## config.mk

```make
export PLATFORM = sky130hd
export DESIGN_NAME = fifo_sync
export DESIGN_NICKNAME = d
export VERILOG_FILES = /design/src/rtl/fifo_pkg.sv /design/src/rtl/fifo_ram.sv /design/src/rtl/fifo_sync.sv
export SDC_FILE = /design/constraint.sdc
export NUM_CORES = 1
export LEC_CHECK = 0
export CORE_MARGIN = 3
export CORE_UTILIZATION = 33
export DETAILED_ROUTE_END_ITERATION = 10
export GPL_ROUTABILITY_DRIVEN = 0
export PLACE_DENSITY = 0.63
export SYNTH_ARGS = -nofsm -noshare
export SYNTH_HDL_FRONTEND = slang
export SYNTH_SLANG_ARGS = --single-unit
```

## constraint.sdc

```tcl
create_clock -name clk -period 5.76 [get_ports clk]
set_input_delay 1.152 -clock clk [delete_from_list [all_inputs] [get_ports clk]]
set_output_delay 1.152 -clock clk [all_outputs]
set_load 0.05 [all_outputs]
```

## src/rtl/fifo_pkg.sv

```systemverilog
// Shared types for the synchronous FIFO: the controller state encoding and
// the occupancy-counter width helper.
package fifo_pkg;

   typedef enum logic [2:0] {
      INIT     = 3'd0,
      IDLE     = 3'd1,
      WRITE    = 3'd2,
      WR_ERROR = 3'd3,
      READ     = 3'd4,
      RD_ERROR = 3'd5,
      WR_RD    = 3'd6
   } fifo_state_e;

   // One extra bit over the pointer width so that DEPTH itself is representable.
   function automatic int count_w(input int depth);
      return $clog2(depth) + 1;
   endfunction

endpackage

```

## src/rtl/fifo_ram.sv

```systemverilog
// Simple dual-port storage: synchronous write, registered synchronous read, no reset.
module fifo_ram #(
   parameter int DATA_WIDTH = 8,
   parameter int DEPTH      = 8
) (
   input  logic                     clk,
   input  logic                     we,
   input  logic [$clog2(DEPTH)-1:0] waddr,
   input  logic [DATA_WIDTH-1:0]    wdata,
   input  logic                     re,
   input  logic [$clog2(DEPTH)-1:0] raddr,
   output logic [DATA_WIDTH-1:0]    rdata
);

   logic [DATA_WIDTH-1:0] mem [DEPTH];
   logic [DATA_WIDTH-1:0] rdata_q;

   // Read-before-write on a shared address: a full FIFO doing read+write
   // returns the oldest entry, not the one being written.
   always_ff @(posedge clk) begin
      if (we) mem[waddr] <= wdata;
      if (re) rdata_q <= mem[raddr];
   end

   assign rdata = rdata_q;

endmodule

```

## src/rtl/fifo_sync.sv

```systemverilog
// Single-clock FIFO: control FSM recording the last action, pointers,
// occupancy count, threshold flags and one-cycle ack/err pulses.
//
// state    | meaning
// ---------+------------------------------------------------
// INIT     | first cycle after reset, requests ignored
// IDLE     | no request on the last edge
// WRITE    | write accepted on the last edge
// WR_ERROR | write rejected (full) on the last edge
// READ     | read accepted on the last edge
// RD_ERROR | read rejected (empty) on the last edge
// WR_RD    | read and write both accepted on the last edge
module fifo_sync
   import fifo_pkg::*;
#(
   parameter int DATA_WIDTH = 8,
   parameter int DEPTH      = 8,
   parameter int AFULL_TH   = DEPTH - 2,
   parameter int AEMPTY_TH  = 2
) (
   input  logic                     clk,
   input  logic                     rst,
   input  logic                     wr_en,
   input  logic [DATA_WIDTH-1:0]    din,
   input  logic                     rd_en,
   output logic [DATA_WIDTH-1:0]    dout,
   output logic [$clog2(DEPTH):0]   data_count,
   output logic                     full,
   output logic                     empty,
   output logic                     almost_full,
   output logic                     almost_empty,
   output logic                     wr_ack,
   output logic                     rd_ack,
   output logic                     wr_err,
   output logic                     rd_err
);

   localparam int AW = $clog2(DEPTH);
   localparam int CW = count_w(DEPTH);
   localparam logic [CW-1:0] DEPTH_C  = CW'(DEPTH);
   localparam logic [CW-1:0] AFULL_C  = CW'(AFULL_TH);
   localparam logic [CW-1:0] AEMPTY_C = CW'(AEMPTY_TH);

   fifo_state_e   state_q, state_d;
   logic [AW-1:0] wr_ptr_q, wr_ptr_d;
   logic [AW-1:0] rd_ptr_q, rd_ptr_d;
   logic [CW-1:0] count_q, count_d;
   logic          rd_rej_q, rd_rej_d;
   logic          dout_vld_q, dout_vld_d;
   logic          do_wr, do_rd;
   logic          is_full, is_empty;
   logic [DATA_WIDTH-1:0] ram_rdata;

   assign is_full  = (count_q == DEPTH_C);
   assign is_empty = (count_q == '0);

   always_comb begin
      state_d  = IDLE;
      rd_rej_d = 1'b0;
      if (state_q != INIT) begin
         unique case ({wr_en, rd_en})
            2'b10: state_d = is_full  ? WR_ERROR : WRITE;
            2'b01: state_d = is_empty ? RD_ERROR : READ;
            2'b11: begin
               // Empty: no fall-through, the write lands and the read is refused.
               state_d  = is_empty ? WRITE : WR_RD;
               rd_rej_d = is_empty;
            end
            default: state_d = IDLE;
         endcase
      end
   end

   always_comb begin
      do_wr      = (state_d == WRITE) || (state_d == WR_RD);
      do_rd      = (state_d == READ)  || (state_d == WR_RD);
      wr_ptr_d   = do_wr ? wr_ptr_q + 1'b1 : wr_ptr_q;
      rd_ptr_d   = do_rd ? rd_ptr_q + 1'b1 : rd_ptr_q;
      count_d    = count_q;
      if (do_wr && !do_rd) count_d = count_q + 1'b1;
      if (do_rd && !do_wr) count_d = count_q - 1'b1;
      dout_vld_d = dout_vld_q || do_rd;
   end

   always_ff @(posedge clk or posedge rst) begin
      if (rst) begin
         state_q    <= INIT;
         wr_ptr_q   <= '0;
         rd_ptr_q   <= '0;
         count_q    <= '0;
         rd_rej_q   <= 1'b0;
         dout_vld_q <= 1'b0;
      end else begin
         state_q    <= state_d;
         wr_ptr_q   <= wr_ptr_d;
         rd_ptr_q   <= rd_ptr_d;
         count_q    <= count_d;
         rd_rej_q   <= rd_rej_d;
         dout_vld_q <= dout_vld_d;
      end
   end

   fifo_ram #(
      .DATA_WIDTH (DATA_WIDTH),
      .DEPTH      (DEPTH)
   ) u_ram (
      .clk   (clk),
      .we    (do_wr),
      .waddr (wr_ptr_q),
      .wdata (din),
      .re    (do_rd),
      .raddr (rd_ptr_q),
      .rdata (ram_rdata)
   );

   // The RAM output register has no reset; mask it until the first accepted read.
   assign dout         = dout_vld_q ? ram_rdata : '0;
   assign data_count   = count_q;
   assign full         = is_full;
   assign empty        = is_empty;
   assign almost_full  = (count_q >= AFULL_C);
   assign almost_empty = (count_q <= AEMPTY_C);
   assign wr_ack       = (state_q == WRITE) || (state_q == WR_RD);
   assign rd_ack       = (state_q == READ)  || (state_q == WR_RD);
   assign wr_err       = (state_q == WR_ERROR);
   assign rd_err       = (state_q == RD_ERROR) || rd_rej_q;

endmodule

```

[After elaboration in Yosys (flattened, before gate mapping)]
Memories as Yosys holds them, arrays and structs flattened. A register that Yosys moved wholly into a read port is not among the register bits.
Index checks and enable logic that the tools add are counted.
Word-level totals
  register bits after elaboration: 15
  bits in latches: 0
  RAM bits: 64
  memory bits (read-only): 0
  bits of input ports: 12
  output and inout bits: 20
  word-level logic and storage cells: 50
  memories kept: 1
Cells by class
  add/sub/neg operators: 4
  multipliers: 0
  divide/modulo/power cells: 0
  magnitude comparators: 2
  eq/ne operators: 12
  shift-type cells: 0
  multiplexer cells: 12
  bitwise operators: 0
  reduce and logical (&&, ||, !) cells: 13
Memories
  u_ram.mem: depth 8, width 8, rd ports 1, clocked after Yosys merged registers in 1, wr ports 1, line fifo_ram.sv:15  | logic [DATA_WIDTH-1:0] mem [DEPTH];
Operators by type and width (number)
  $eq A3 B3 Y1 const B: 5
  $eq A3 B2 Y1 const B: 3
  $pmux W3 S3: 1
  $mux W4: 2
  $mux W8: 1
  $add A3 B1 Y3 const B: 2
  $logic_or A1 B1 Y1: 6
  $mux W1: 6
  $mux W3: 2
  $add A4 B1 Y4 const B: 1
  $eq A2 B2 Y1 const B: 2
  $eq A4 B4 Y1 const B: 1
  $ge A4 B3 Y1 const B: 1
  $le A4 B2 Y1 const B: 1
  $logic_not A4 Y1: 1
  $sub A4 B1 Y4 const B: 1
  $reduce_bool A3 Y1: 1
  $eq A2 B1 Y1 const B: 1
  $logic_and A1 B1 Y1: 2
  $logic_not A1 Y1: 2
  $reduce_bool A2 Y1: 1

[Depth between registers and ports, before layout]
  depth after elaboration: 10
  gate-level depth with buffers: 9
  gate-level depth less buffers: 7

[By module]
Synthesis repeated with hierarchy kept, for this count alone.
Unflattened totals
  cells, all modules: 198
  area, all modules: 3668.5 sq um
By module, submodules not included
  fifo_ram: times used 1, cells an instance 114, area an instance 2771.4 sq um, seq. area each 2162.1 sq um
  fifo_sync: times used 1, cells an instance 84, area an instance 897.1 sq um, seq. area each 375.4 sq um

[Worst setup path before layout]
Ideal clock, no wire load.
  kind: register to register
  from: reg count_q[0], in the netlist data_count[0]
  to: reg count_q[3], in the netlist data_count[3]
  setup time: 134 ps
  data arrival time: 3447 ps
  path slack: 2179 ps
  cell stages (with the launch flop): 9
  cells stage by stage: dfrtp_1 buf_6 nor4_4 nor2_1 ha_1 ha_1 or4b_2 o311ai_0 o211ai_1
Between the ends
  longest elaborated chain between the ends: 9
RTL lines
  from (decl): line fifo_sync.sv:47  | logic [CW-1:0] count_q, count_d;
  from (signal assigned): line fifo_sync.sv:97  | count_q <= count_d;
  $logic_not A4 Y1 *: line fifo_sync.sv:55  | assign is_empty = (count_q == '0);
  named net empty: line fifo_sync.sv:29  | output logic empty,
  $mux W1 / $mux W3 (equally long branches): line fifo_sync.sv:63, fifo_sync.sv:66
  $pmux W3 S3 *: line fifo_sync.sv:61  | unique case ({wr_en, rd_en})
  $mux W3 *: line fifo_sync.sv:60  | if (state_q != INIT) begin
  $eq A3 B3 Y1: line fifo_sync.sv:76  | do_rd = (state_d == READ) || (state_d == WR_RD);
  $logic_or A1 B1 Y1 *: line fifo_sync.sv:76
  named net do_rd: line fifo_sync.sv:50  | logic do_wr, do_rd;
  $logic_not A1 Y1: line fifo_sync.sv:80  | if (do_wr && !do_rd) count_d = count_q + 1'b1;
  $logic_and A1 B1 Y1: line fifo_sync.sv:80
  $reduce_bool A2 Y1 (no source line)
The timed path passes the listed nets; every way through them passes the cells marked *. The select of a mux whose other input is x is not followed.
A chain may end at the register's enable or synchronous reset.

[Worst setup path in the final report]
  from: in rd_en
  to: reg count_q[3], in the netlist data_count[3]
Between the ends
  longest elaborated chain between the ends: 8
RTL lines
  from (decl): line fifo_sync.sv:25  | input logic rd_en,
  $eq A2 B2 Y1 / $eq A2 B1 Y1 (equally long branches): line fifo_sync.sv:61
  $pmux W3 S3 *: line fifo_sync.sv:61
  $mux W3 *: line fifo_sync.sv:60
  $eq A3 B3 Y1: line fifo_sync.sv:76
  $logic_or A1 B1 Y1 *: line fifo_sync.sv:76
  named net do_rd: line fifo_sync.sv:50
  $logic_not A1 Y1: line fifo_sync.sv:80
  $logic_and A1 B1 Y1: line fifo_sync.sv:80
  $reduce_bool A2 Y1 (no source line)
The timed path passes the listed nets; every way through them passes the cells marked *.

==> out/summary.txt <==
Run status -> finished clean
Grt ovf -> 0
Cts repair resizes -> 0
Worst EP arrival -> 3830 ps
Routed wl met2 -> 3.401 mm
Max-Cap Viols -> 0
Starting density of the core -> 0.3448
Via Count -> 1,836
Worst path required time -> 5990 ps
Highest routed layer -> met4
Met3 wire len -> 345 um
Post CTS Setup Buffer Count -> 0
Drt first pass iters -> 4
Synth warn -> 0
Most frequent cells in the layout -> edfxtp_1 (72), clkdlybuf4s50_1 (31), mux4_2 (16)
Die ar. -> 0.01222 mm2
Max-slew violations -> 0
CP Launch Type -> input pin
Worst-path clk slew -> 90 ps
Largest net degree at the start of global routing -> 19
Overall Power -> 2.238 mW
Gr usage total -> 0.1139
Cell variety after synth -> 43
Crit-path cells -> clkdlybuf4s50_1, o31ai_1, nor2_1, buf_4, ha_1, ha_1, or4b_2, o311ai_0, o211ai_1
Vias in the first global route -> 1,947
Max VDD drop -> 408.1 uV
Most common cell after layout, fill and taps aside -> edfxtp_1
CP max FO -> 12
ANT cells -> 0
P&R area growth vs syn -> 18.97%
Slew of the pin with the lowest slew margin -> 1033 ps
Setup TNS -> 0 ps
Port bufs -> 31
Slew HR -> 0.3086
Clock Latency Late Sink -> 350 ps
Dpl hpwl -> 4.203 mm
Cells after synthesis -> 198
DRT Wirelength -> 6.648 mm
Buf/Inv on CP -> 2
H-Tree Depth -> 3
Starting DRT DRC Count -> 123
CTS tree -> done
Global-route wire length before repair -> 10.64 mm
Final worst path period need -> 3607 ps
Worst Hold Class -> reg -> reg
Longest Clk Path Bufs -> 2
Period utilisation layout -> 0.6262
Via/cell ratio -> 4.883
DRC -> 0
WL per Instance -> 17.68 um
Setup Viol. Count Final -> 0
Fin util -> 0.4102
Number of synthesized flops with an enable pin -> 72
CTS Buf Count -> 9
Synth Net Count -> 216
Main synth FF type -> edfxtp_1
Post-synthesis register bit count -> 87
Power Density -> 521.5 mW/mm2
Register area share after synthesis -> 0.7034
CP max stage delay -> 630 ps
Cell Rows -> 37
Final Hold Violating Endpoints -> 0
FMAX -> 0.2772 GHz
Clock Skew -> 8.715 ps
Slowest CP cell -> or4b_2
Critical Path Sink Type -> register
Number of antenna violations at the first check in global routing -> 0
DIE WIDTH -> 110.6 um
Post-synth design cell area -> 0.003607 mm2
FFs w/ async S/R, synth -> 0.1724
Setup CP Type -> in -> reg
Unrepaired setup endpoints after global routing -> false
I/O pin total -> 32
Avg Cell Area, Syn -> 18.22 um2
Sink Count -> 87
Fraction of layout cells with a size suffix above 1 -> 0.2375
Crit path top cell by count -> ha_1
Met1 WL -> 2.813 mm
Root buffer cell -> clkbuf_8
Fin nets -> 253
Chip Height -> 110.6 um
CP delay by family, top -> buffers and inverters
Hold_buf cts -> 0
Leakage -> 1.431 nW
Final ANT Viol Nets -> 0
Core Region -> 0.01046 mm2
## Yosys cell counts, drive strengths merged (2+ instances only)
| master | n | share of area |
|---|---|---|
| edfxtp | 72 | 0.60 |
| mux4 | 16 | 0.10 |
| dfrtp | 15 | 0.10 |
| mux2 | 11 | 0.035 |
| and2 | 9 | 0.016 |
| inv | 8 | 0.0083 |
| nor2 | 8 | 0.0083 |
| buf | 6 | 0.0094 |
| ha | 5 | 0.017 |
| nand2 | 4 | 0.0042 |
| nor3 | 4 | 0.0055 |
| a21oi | 3 | 0.0042 |
| nor3b | 3 | 0.0062 |
| o211ai | 3 | 0.0062 |
| xnor2 | 3 | 0.0073 |
| xor2 | 3 | 0.0073 |
| clkbuf | 2 | 0.0021 |
| nand2b | 2 | 0.0035 |
| nor4 | 2 | 0.0076 |
| o21ai | 2 | 0.0059 |
| or4b | 2 | 0.0055 |
## registers in the layout, indices dropped and copies added (netlist names)
register     cells
state_q          3
rd_ptr_q         3
u_ram.mem       64
dout_vld_q       1
wr_ptr_q         3
data_count       4
rd_rej_q         1
u_ram.rdata      8
## area by class of cell
type,instances,area (um2)
clock buffers,9,123.9
clock inverters,7,78.83
fillers,975,6171
inverters,8,30.03
multi-input cells,95,1018
flip-flops and latches,87,2537
well taps,136,170.2
repair buffers,34,332.8
## cells by family after synthesis
| kind of cell | synth area share |
|---|---|
| adder cells (fa/ha/maj) | 0.02289 |
| flip-flops | 0.7034 |
| buffers and inverters | 0.01977 |
| AO/OA/AOI/OAI | 0.03781 |
| multiplexers | 0.1381 |
| AND/OR/NAND/NOR | 0.06348 |
| XOR/XNOR | 0.01457 |
## metal layers
metal | global-route usage | vias to the layer above
met5 | 0 | -
met4 | 0.03366 | 0
met3 | 0.04164 | 6
met2 | 0.1889 | 51
met1 | 0.1397 | 928
li1 | - | 851
## per-stage QoR
| stage | std cells | setup WS, ps | hold WS [ps] | area [um2] |
|---|---|---|---|---|
| 2_1_floorplan | 198 | 2179 | 511.9 | 3607 |
| 3_3_place_gp | 360 | 1882 | 560.3 | 4089 |
| 3_5_place_dp | 360 | 1780 | 570.9 | 4089 |
| 4_1_cts | 376 | 2148 | 583.4 | 4292 |
| 5_1_grt | 376 | 2042 | 607.3 | 4292 |
| 6_report | 376 | 2153 | 577.0 | 4292 |
## final timing paths
path	slack, ps	endpoint	from	cells past startpoint
min reg2reg	580	state_q[0]	state_q[1]	1
min	580	state_q[0]	state_q[1]	1
max	2150	data_count[3]	rd_en	9
min in group asynchronous	1140	data_count[1]	rst	2
max in group asynchronous	4250	rd_ptr_q[1]	rst	2
max reg2reg	2560	data_count[3]	data_count[2]	7
## report_power, final
group          switching [mW]  leakage (nW)  total [mW]  internal (mW)
clock network           0.224        0.0977       0.428          0.205
logic                   0.456         0.499       0.838          0.382
registers               0.144         0.834       0.972          0.828
## worst register-to-register path, stage by stage, from the launching register on
cell	delay [ps]
dfrtp_1	480
or4b_1	690
o21ai_4	310
ha_1	370
ha_1	350
or4b_2	630
o311ai_0	130
o211ai_1	120
Power figures use the tool's default switching activity.
